## config.mk

```make
export PLATFORM = sky130hd
export DESIGN_NAME = mem_access_stage
export DESIGN_NICKNAME = d
export VERILOG_FILES = /design/src/rtl/mem_access_pkg.sv /design/src/rtl/mem_access_stage_align.sv /design/src/rtl/mem_access_stage.sv
export SDC_FILE = /design/constraint.sdc
export NUM_CORES = 1
export LEC_CHECK = 0
export ABC_CLOCK_PERIOD_IN_PS = 2600
export BUFFER_PORTS_ARGS = -buffer_cell sky130_fd_sc_hd__buf_4
export CAP_MARGIN = 0
export CORE_UTILIZATION = 52
export DETAILED_ROUTE_END_ITERATION = 8
export PLACE_DENSITY_LB_ADDON = 0.12
export SKIP_CTS_REPAIR_TIMING = 1
export SYNTH_ARGS = -nofsm -noshare
export SYNTH_HDL_FRONTEND = slang
export SYNTH_SLANG_ARGS = --single-unit
```

## constraint.sdc

```tcl
create_clock -name clk -period 2.6 [get_ports clk]
set_clock_uncertainty 0.05 [all_clocks]
set_input_delay 0.39 -clock clk [delete_from_list [all_inputs] [get_ports clk]]
set_output_delay 0.39 -clock clk [all_outputs]
set_load 0.005 [all_outputs]
```

## src/rtl/mem_access_pkg.sv

```systemverilog
// Shared types and helpers for the MEM stage.
// funct3 encodings, FSM states, access legality.
package mem_access_pkg;

  localparam logic [2:0] F3_B  = 3'b000;
  localparam logic [2:0] F3_H  = 3'b001;
  localparam logic [2:0] F3_W  = 3'b010;
  localparam logic [2:0] F3_BU = 3'b100;
  localparam logic [2:0] F3_HU = 3'b101;

  typedef enum logic [1:0] {
    IDLE,
    REQ,
    WAIT,
    DONE
  } state_t;

  function automatic logic is_legal_access(
    input logic       rd,
    input logic       wr,
    input logic [2:0] f3,
    input logic [1:0] a
  );
    logic ok;
    ok = 1'b0;
    case (f3)
      F3_B:  ok = 1'b1;
      F3_H:  ok = ~a[0];
      F3_W:  ok = (a == 2'b00);
      F3_BU: ok = rd;
      F3_HU: ok = rd & ~a[0];
      default: ok = 1'b0;
    endcase
    if (rd == wr) ok = 1'b0;
    return ok;
  endfunction

endpackage

```

## src/rtl/mem_access_stage_align.sv

```systemverilog
// Byte-lane steering for stores and lane extraction
// with sign/zero extension for loads.
module load_store_align (
  input  logic [2:0]  i_st_funct3,
  input  logic [1:0]  i_st_alo,
  input  logic [31:0] i_st_data,
  output logic [3:0]  o_wstrb,
  output logic [31:0] o_wdata,
  input  logic [2:0]  i_ld_funct3,
  input  logic [1:0]  i_ld_alo,
  input  logic [31:0] i_rdata,
  output logic [31:0] o_ld_data
);
  import mem_access_pkg::*;

  logic [7:0]  w_byte;
  logic [15:0] w_half;

  // Store strobes and replicated write data
  always_comb begin
    o_wstrb = 4'b0000;
    o_wdata = 32'h0;
    unique case (1'b1)
      (i_st_funct3 == F3_B): begin
        o_wstrb = 4'b0001 << i_st_alo;
        o_wdata = {4{i_st_data[7:0]}};
      end
      (i_st_funct3 == F3_H): begin
        o_wstrb = 4'b0011 << i_st_alo;
        o_wdata = {2{i_st_data[15:0]}};
      end
      (i_st_funct3 == F3_W): begin
        o_wstrb = 4'b1111;
        o_wdata = i_st_data;
      end
      default: ;
    endcase
  end

  // Select the addressed lane and extend it
  always_comb begin
    w_byte = 8'h0;
    w_half = i_ld_alo[1] ? i_rdata[31:16] : i_rdata[15:0];
    case (i_ld_alo)
      2'd0: w_byte = i_rdata[7:0];
      2'd1: w_byte = i_rdata[15:8];
      2'd2: w_byte = i_rdata[23:16];
      default: w_byte = i_rdata[31:24];
    endcase
    o_ld_data = 32'h0;
    unique case (1'b1)
      (i_ld_funct3 == F3_B):  o_ld_data = {{24{w_byte[7]}}, w_byte};
      (i_ld_funct3 == F3_BU): o_ld_data = {24'h0, w_byte};
      (i_ld_funct3 == F3_H):  o_ld_data = {{16{w_half[15]}}, w_half};
      (i_ld_funct3 == F3_HU): o_ld_data = {16'h0, w_half};
      (i_ld_funct3 == F3_W):  o_ld_data = i_rdata;
      default: ;
    endcase
  end

endmodule

```

## src/rtl/mem_access_stage.sv

```systemverilog
// MEM pipeline stage: data-memory handshake, stall,
// load alignment and fault reporting.
module mem_access_stage #(
  parameter int unsigned TIMEOUT_CYCLES = 255
) (
  input  logic        clk,
  input  logic        reset_n,
  input  logic        in_valid,
  input  logic        in_mem_read,
  input  logic        in_mem_write,
  input  logic [2:0]  in_funct3,
  input  logic [31:0] in_address,
  input  logic [31:0] in_store_data,
  output logic        dmem_req_valid,
  input  logic        dmem_req_ready,
  output logic [31:0] dmem_addr,
  output logic        dmem_we,
  output logic [3:0]  dmem_wstrb,
  output logic [31:0] dmem_wdata,
  input  logic        dmem_resp_valid,
  input  logic [31:0] dmem_rdata,
  output logic [31:0] ram_data,
  output logic        stall,
  output logic        out_valid,
  output logic        access_fault
);
  import mem_access_pkg::*;

  localparam logic        TMO_EN   = (TIMEOUT_CYCLES != 0);
  localparam logic [31:0] TMO_LAST = 32'(TIMEOUT_CYCLES - 1);

  state_t      r_state;
  logic [31:0] r_cnt;
  logic [31:0] r_addr;
  logic        r_we;
  logic [3:0]  r_wstrb;
  logic [31:0] r_wdata;
  logic [2:0]  r_funct3;
  logic [1:0]  r_alo;
  logic [31:0] r_ram;

  logic        w_memop;
  logic        w_legal;
  logic        w_start;
  logic        w_bad;
  logic        w_tmo;
  logic [3:0]  w_wstrb;
  logic [31:0] w_wdata;
  logic [31:0] w_ld;

  load_store_align u_align (
    .i_st_funct3 (in_funct3),
    .i_st_alo    (in_address[1:0]),
    .i_st_data   (in_store_data),
    .o_wstrb     (w_wstrb),
    .o_wdata     (w_wdata),
    .i_ld_funct3 (r_funct3),
    .i_ld_alo    (r_alo),
    .i_rdata     (dmem_rdata),
    .o_ld_data   (w_ld)
  );

  assign w_memop = in_valid & (in_mem_read | in_mem_write);
  assign w_legal = is_legal_access(in_mem_read, in_mem_write,
                                   in_funct3, in_address[1:0]);
  assign w_start = (r_state == IDLE) & w_memop & w_legal;
  assign w_bad   = (r_state == IDLE) & w_memop & ~w_legal;
  assign w_tmo   = TMO_EN & (r_state == WAIT) &
                   ~dmem_resp_valid & (r_cnt == TMO_LAST);

  assign stall = w_start | (r_state == REQ) | (r_state == WAIT);
  assign out_valid = ((r_state == IDLE) & in_valid & ~w_start) |
                     (r_state == DONE);
  assign access_fault   = w_bad | w_tmo;
  assign dmem_req_valid = (r_state == REQ);
  assign dmem_addr      = r_addr;
  assign dmem_we        = r_we;
  assign dmem_wstrb     = r_wstrb;
  assign dmem_wdata     = r_wdata;
  assign ram_data       = r_ram;

  // Access FSM, request latches, timeout counter, load result
  always_ff @(posedge clk or negedge reset_n) begin
    if (!reset_n) begin
      r_state  <= IDLE;
      r_cnt    <= 32'h0;
      r_addr   <= 32'h0;
      r_we     <= 1'b0;
      r_wstrb  <= 4'h0;
      r_wdata  <= 32'h0;
      r_funct3 <= 3'h0;
      r_alo    <= 2'h0;
      r_ram    <= 32'h0;
    end else begin
      unique case (r_state)
        IDLE: begin
          r_cnt <= 32'h0;
          if (w_start) begin
            r_addr   <= {in_address[31:2], 2'b00};
            r_we     <= in_mem_write;
            r_wstrb  <= in_mem_write ? w_wstrb : 4'h0;
            r_wdata  <= in_mem_write ? w_wdata : 32'h0;
            r_funct3 <= in_funct3;
            r_alo    <= in_address[1:0];
            r_state  <= REQ;
          end else if (w_bad) begin
            r_ram <= 32'h0;
          end
        end
        REQ: begin
          if (dmem_req_ready)
            r_state <= r_we ? DONE : WAIT;
        end
        WAIT: begin
          if (dmem_resp_valid) begin
            r_ram   <= w_ld;
            r_cnt   <= 32'h0;
            r_state <= DONE;
          end else if (w_tmo) begin
            r_ram   <= 32'h0;
            r_cnt   <= 32'h0;
            r_state <= DONE;
          end else begin
            r_cnt <= r_cnt + 32'd1;
          end
        end
        DONE: r_state <= IDLE;
        default: r_state <= IDLE;
      endcase
    end
  end

endmodule
```

==> results of run 1 <==
-- per-layer routing --
| metal | track usage | vias to the layer above |
|---|---|---|
| met2 | 0.476 | 285 |
| met4 | 0.113 | 0 |
| li1 | - | 2939 |
| met1 | 0.353 | 3043 |
| met5 | 0 | - |
| met3 | 0.0886 | 23 |
-- layout make-up --
type	count	share of cell area
Timing Repair Buffer	229	0.188
Clock buffer	25	0.0552
Inverter	13	0.00523
Multi-Input combinational cell	550	0.344
Sequential cell	138	0.370
Clock inverter	6	0.0142
Tap cell	172	0.0231
-- power by group through the flow --
stage / clock network (mW) / logic (mW) / registers, mW
floorplan: 0 / 1.70 / 3.14
global placement: 0 / 3.04 / 3.17
detailed placement: 0 / 3.15 / 3.20
CTS: 2.65 / 3.16 / 3.18
global route: 2.73 / 3.48 / 3.25
finish: 2.62 / 3.15 / 3.17
-- registers in the layout, indices dropped and copies added (netlist names), 2 cells and up --
| register | cells |
|---|---|
| dmem_addr | 30 |
| dmem_wdata | 32 |
| dmem_wstrb | 4 |
| r_alo | 2 |
| r_cnt | 32 |
| r_funct3 | 3 |
| r_state | 2 |
| ram_data | 32 |
-- placed cells by master, fill, tap and decap left out, types with 3 or more instances in the layout --
master       n
o31ai_1      9
mux2_2      33
nand4_1     11
nand3_1     36
ha_1         7
nand2_1    203
nor4_1       6
xnor2_1      8
clkbuf_8     6
buf_4      224
a222oi_1     7
a21oi_1     54
xor2_1      19
a22oi_1      7
o21ai_0     31
or3_1        3
inv_1       13
nor2_1      52
bufinv_16    4
nor2b_1     13
mux4_2       8
and3_1       4
and2_1       3
dfrtp_1    138
clkbuf_16   17
-- metrics by stage --
stage | cell area, um2 | power, mW
2_1_floorplan | 6910 | 4.83
5_1_grt | 9330 | 9.47
3_3_place_gp | 8660 | 6.21
4_1_cts | 9310 | 8.98
6_report | 9330 | 8.94
3_5_place_dp | 8660 | 6.35
-- cells by family after synthesis --
group | Yosys count | share of synthesized area
fa+ha+maj | 7 | 0.0127
flops | 138 | 0.500
xor+xnor | 27 | 0.0342
simple gates | 346 | 0.217
other cells | 1 | 0.000543
mux | 45 | 0.0860
buf+inv | 58 | 0.0377
compound gates | 123 | 0.112
-- worst paths after layout --
path / start / to / slack [ps] / depth (start not counted)
max in group asynchronous: reset_n / ram_data[12]$_DFFE_PN0P_ / 1430 / 3
min: in_address[9] / dmem_addr[9]$_DFFE_PN0P_ / 110 / 3
min reg2reg: dmem_wdata[12]$_DFFE_PN0P_ / dmem_wdata[12]$_DFFE_PN0P_ / 420 / 2
max: r_state[0]$_DFFE_PN0P_ / stall / 130 / 6
min in group asynchronous: reset_n / ram_data[10]$_DFFE_PN0P_ / 410 / 2
max reg2reg: r_cnt[0]$_DFFE_PN0P_ / ram_data[1]$_DFFE_PN0P_ / 170 / 8
-- worst reg2reg max path: stages, from the launching register on --
cell	delay [ps]
dfrtp_1	420
inv_1	80
ha_1	140
nor4b_1	220
nand4_1	190
o311a_4	450
a21oi_4	150
buf_12	220
mux2_2	390
==> results.yml, run 1 <==
global_routing:
  grt_pass1_vias: 6197
  antenna_found_initial: 0
  grt_pass1_wl_mm: 29.9
  track_usage: 0.288
  grt-ovfl-total: 0
  grt_max_degree: 86
clock_tree:
  root_buffer: "clkbuf_16"
  clk_latency_ps: 420
  htree_levels: 4
  cts_buffers: 17
  cts.sink_count: 138
  clockBufferDepth: 2
  clkTransAtPathRegs_ps: 60
  cts_tree: "done"
worst_setup_path:
  critical-path-top-delay-family: "simple AND/OR/NAND/NOR gates"
  path_max_fanout: 7
  critical_path_class: "flip-flop to primary output"
  crit_chain: "inv_1 -> ha_1 -> nand2_1 -> nor3_2 -> or3_1 -> buf_4"
  start_kind: "flip-flop"
  worst_path_max_delay_cell: "dfrtp_1"
  cp.arrival_ps: 2030
  crit_buf_inv: 2
  worstPathRequired_ps: 2160
  endpoint_kind: "primary output"
  crit_path_max_incr_delay_ps: 420
layout:
  fillers: 965
  finish.utilization: 0.731
  n_antenna_cell: 0
  instances_no_fill: 1133
  multiInputGateArea_mm2: 0.00321
  nNetsFinal: 1062
  regArea_mm2: 0.00345
  drive_gt1_frac: 0.320
  area_delta_synth_final_pct: 35.1
route:
  route.met2.wl_mm: 9.34
  wl_met1_mm: 7.50
  highest_layer: "met4"
  via_per_inst: 5.55
  drt-wirelength-per-cell_um: 16.6
  antenna_left: 0
  drt_iter0_markers: 608
  vias: 6290
  drc_errors: 0
  drtPass1Iterations: 6
  drt_wl_total_mm: 18.9
  wl_met3_mm: 1.70
synth:
  synth_cells: 745
  synth.area.top_cells: "dfrtp_1 (50%), nand2_1 (11%), mux2_2 (5.4%)"
  yosys.area.top_type: "dfrtp_1"
  ys_seq_area_frac: 0.500
  syn_area_mm2: 0.00691
  synth_edf_count: 0
  synth_ff_type: "dfrtp_1"
  ys_warn_count: 0
  post_synth.cell_area_avg_um2: 9.27
  ys_ff_latch: 138
  synthArstFlopShare: 1.00
  post-synth-top-count-cell: "nand2_1"
  synth_top_cell_area_share: 0.500
  netlist-cell-type-count: 51
  synthTopCellsByCount: "nand2_1 (203), dfrtp_1 (138), a21oi_1 (54), nor2_1 (52), nand3_1 (36)"
sta:
  rsz0062_at_grt: "false"
  holdWs_ps: 110
  worstMarginPinSlew_ps: 1040
  finalHoldViolCount: 0
  post-route-period-util: 0.949
  fin_crit_ps: 2470
  worst_slack_ps: 134
  finalMaxSlewViolations: 0
  maxSlewHeadroom: 0.303
  timing.fmax_mhz: 405
  setup_viol: 0
  final.setup.tns_ps: 0
floorplanning:
  core-area_mm2: 0.0128
  chipWidth_um: 117
  dieArea_mm2: 0.0137
  ioPinCount: 211
  die_y_um: 117
  initial_core_util: 0.541
  num_rows: 41
pwr:
  intPower_mw: 6.14
  peakVddDrop_uv: 569
  power_frac_seq: 0.355
  power.density_mw_per_mm2: 958
  clockPowerShare: 0.293
  net-switching-power_mw: 2.80
  swShare: 0.313
  pwr-share-comb: 0.353
  power_leakage_nw: 4.72
worst_hold_path:
  hold_class: "primary input to flip-flop"
placed_design:
  dp_slack_ps: 177
  io_buffers: 208
  dp.cells: 1101
  place_congestion: 0.870
  hpwl_mm: 13.6
status:
  status: "finished clean"
job:
  drv_cap: 0
(Power assumes the default switching activity.)
==> inputs of run 2 (changes only) <==
--- a/config.mk
+++ b/config.mk
@@ -5,10 +5,11 @@
 export SDC_FILE = /design/constraint.sdc
 export NUM_CORES = 1
 export LEC_CHECK = 0
+export ABC_AREA = 1
 export ABC_CLOCK_PERIOD_IN_PS = 2600
 export BUFFER_PORTS_ARGS = -buffer_cell sky130_fd_sc_hd__buf_4
 export CAP_MARGIN = 0
-export CORE_UTILIZATION = 52
+export CORE_UTILIZATION = 53
 export DETAILED_ROUTE_END_ITERATION = 8
 export PLACE_DENSITY_LB_ADDON = 0.12
 export SKIP_CTS_REPAIR_TIMING = 1
==> results.yml, run 2 <==
status:
  status: "finished clean"
floorplanning:
  initial_core_util: 0.540
  die_y_um: 124
  core-area_mm2: 0.0145
  chipWidth_um: 124
  num_rows: 44
  ioPinCount: 211
  dieArea_mm2: 0.0153
layout:
  n_antenna_cell: 0
  area_delta_synth_final_pct: 28.9
  final_cell_mix: "nand2_1 (400), buf_4 (229), dfrtp_1 (138)"
  drive_gt1_frac: 0.214
  final_common_cell: "nand2_1"
  nNetsFinal: 1429
sta:
  maxSlewHeadroom: 0.484
  final.setup.tns_ps: 0
  worstMarginPinSlew_ps: 774
  timing.fmax_mhz: 401
  rsz0062_at_grt: "false"
  post-route-period-util: 0.958
  finalMaxSlewViolations: 0
  finalHoldViolCount: 0
  worst_slack_ps: 108
  setup_viol: 0
  holdWs_ps: 154
  fin_crit_ps: 2490
global_routing:
  track_usage: 0.301
  grt_pass1_vias: 7377
  antenna_found_initial: 0
  grt_max_degree: 50
  grt_pass1_wl_mm: 35.4
  grt-ovfl-total: 0
placed_design:
  io_buffers: 208
  place_congestion: 0.923
  hpwl_mm: 15.9
  dp_slack_ps: 364
pwr:
  net-switching-power_mw: 3.32
  swShare: 0.384
  power.density_mw_per_mm2: 857
  power_leakage_nw: 5.30
  pwr-share-comb: 0.398
  intPower_mw: 5.32
  power_frac_seq: 0.349
  peakVddDrop_uv: 602
  clockPowerShare: 0.254
synth:
  synth_top_cell_area_share: 0.441
  yosys.area.top_type: "dfrtp_1"
  synth_ff_type: "dfrtp_1"
  ys_warn_count: 0
  synthArstFlopShare: 1.00
  post_synth.cell_area_avg_um2: 7.04
  netlist-cell-type-count: 34
  post-synth-top-count-cell: "nand2_1"
  synth_cells: 1112
  synth_edf_count: 0
  syn_area_mm2: 0.00782
  ys_ff_latch: 138
  synthTopCellsByCount: "nand2_1 (400), dfrtp_1 (138), inv_1 (113), nor2_1 (93), a21oi_1 (75)"
  ys_seq_area_frac: 0.441
  synth.area.top_cells: "dfrtp_1 (44%), nand2_1 (19%), inv_1 (5.4%)"
worst_setup_path:
  crit_buf_inv: 2
  critical_path_class: "flip-flop to primary output"
  path_max_fanout: 4
  crit_path_max_incr_delay_ps: 430
  worst_path_max_delay_cell: "dfrtp_1"
  r2r_slack_ps: 440
  crit_chain: "inv_1 -> nand2_1 -> nor2_1 -> nand2_1 -> nor2_1 -> nand2_2 -> o31ai_1 -> buf_4"
  start_kind: "flip-flop"
  cp.arrival_ps: 2050
  endpoint_kind: "primary output"
  worstPathRequired_ps: 2160
  startpoint: "r_cnt[21]$_DFFE_PN0P_"
  worstReg2RegStart: "r_state[0]$_DFFE_PN0P_"
  critical-path-top-delay-family: "simple AND/OR/NAND/NOR gates"
clock_tree:
  cts_tree: "done"
  htree_levels: 4
  clkTransAtPathRegs_ps: 60
  cts_buffers: 17
  cts.sink_count: 138
  clk_latency_ps: 430
  root_buffer: "clkbuf_16"
  clockBufferDepth: 2
route:
  antenna_left: 0
  drtPass1Iterations: 5
  drt_wl_total_mm: 21.9
  vias: 7978
  drt_iter0_markers: 605
  drc_errors: 0
  via_per_inst: 5.27
  drt-wirelength-per-cell_um: 14.5
worst_hold_path:
  hp-start: "in_address[4]"
  hold_class: "primary input to flip-flop"
job:
  drv_cap: 0
run 2: cell count changes after synthesis, moves of 13 or more:
| cell | delta |
|---|---|
| clkbuf_1 | -15 |
| nor2_1 | +41 |
| buf_2 | +14 |
| a21oi_1 | +21 |
| o21ai_1 | +71 |
| nand3_1 | +37 |
| inv_1 | +100 |
| nand2_1 | +197 |
| xor2_1 | -15 |
| nor2b_1 | -13 |
| mux2_2 | -33 |
run 2: final cells by class:
| cell class | count | area [um2] |
|---|---|---|
| Multi-Input combinational cell | 810 | 3680 |
| Fill cell | 1258 | 4390 |
| Sequential cell | 138 | 3450 |
| Clock buffer | 19 | 433 |
| Timing Repair Buffer | 232 | 1760 |
| Clock inverter | 13 | 96.3 |
| Tap cell | 184 | 230 |
| Inverter | 117 | 439 |
run 2: stage by stage:
stage	cell area, um2	total power, mW	utilization	cells
after CTS	10100	8.68	0.696	1512
after global routing	10100	9.25	0.697	1513
after detailed placement	9550	6.47	0.659	1480
final	10100	8.65	0.697	1513
after floorplan	7830	5.06	-	1113
after global placement	9550	6.42	0.659	1480
run 2: kinds of logic (layout without fill, tap and decap cells):
kind of cell    after synthesis  in the layout  share of synthesized area
fa+ha+maj                     7              7                     0.0112
buf+inv                     165            381                     0.0912
simple gates                609            609                      0.322
compound gates              184            184                      0.125
xor+xnor                      8              8                    0.00895
other cells                   1              2                   0.000479
flops                       138            138                      0.441
run 2: final timing paths:
path                                       endpoint  cells after the start
setup / recovery                       access_fault                      8
hold / removal             dmem_addr[4]$_DFFE_PN0P_                      3
setup reg to reg           ram_data[31]$_DFFE_PN0P_                      8
hold reg to reg            ram_data[16]$_DFFE_PN0P_                      2
max in group asynchronous     r_cnt[24]$_DFFE_PN0P_                      3
min in group asynchronous  ram_data[14]$_DFFE_PN0P_                      2
run 2: worst reg2reg max path: stages, from the launching register on:
cell and delay (ps):
dfrtp_1 440, inv_1 90, ha_1 220, buf_4 160, nor2_4 260, inv_1 280
nand3_4 390, nand2_1 120, nand2_1 80
run 2: power by group through the flow:
stage	clock, mW	sequential, mW	combinational (mW)
after floorplan	0	3.01	2.05
after global placement	0	3.03	3.39
after detailed placement	0	3.03	3.44
after CTS	2.21	3.01	3.46
after global routing	2.30	3.09	3.87
final	2.19	3.01	3.44
run 2: layer usage:
| metal | global-route usage | vias up | wire [um] |
|---|---|---|---|
| li1 | - | 3939 | - |
| met2 | 0.476 | 364 | 10100 |
| met3 | 0.0899 | 33 | 2030 |
| met1 | 0.392 | 3642 | 9350 |
| met5 | 0 | - | 0 |
| met4 | 0.100 | 0 | 351 |
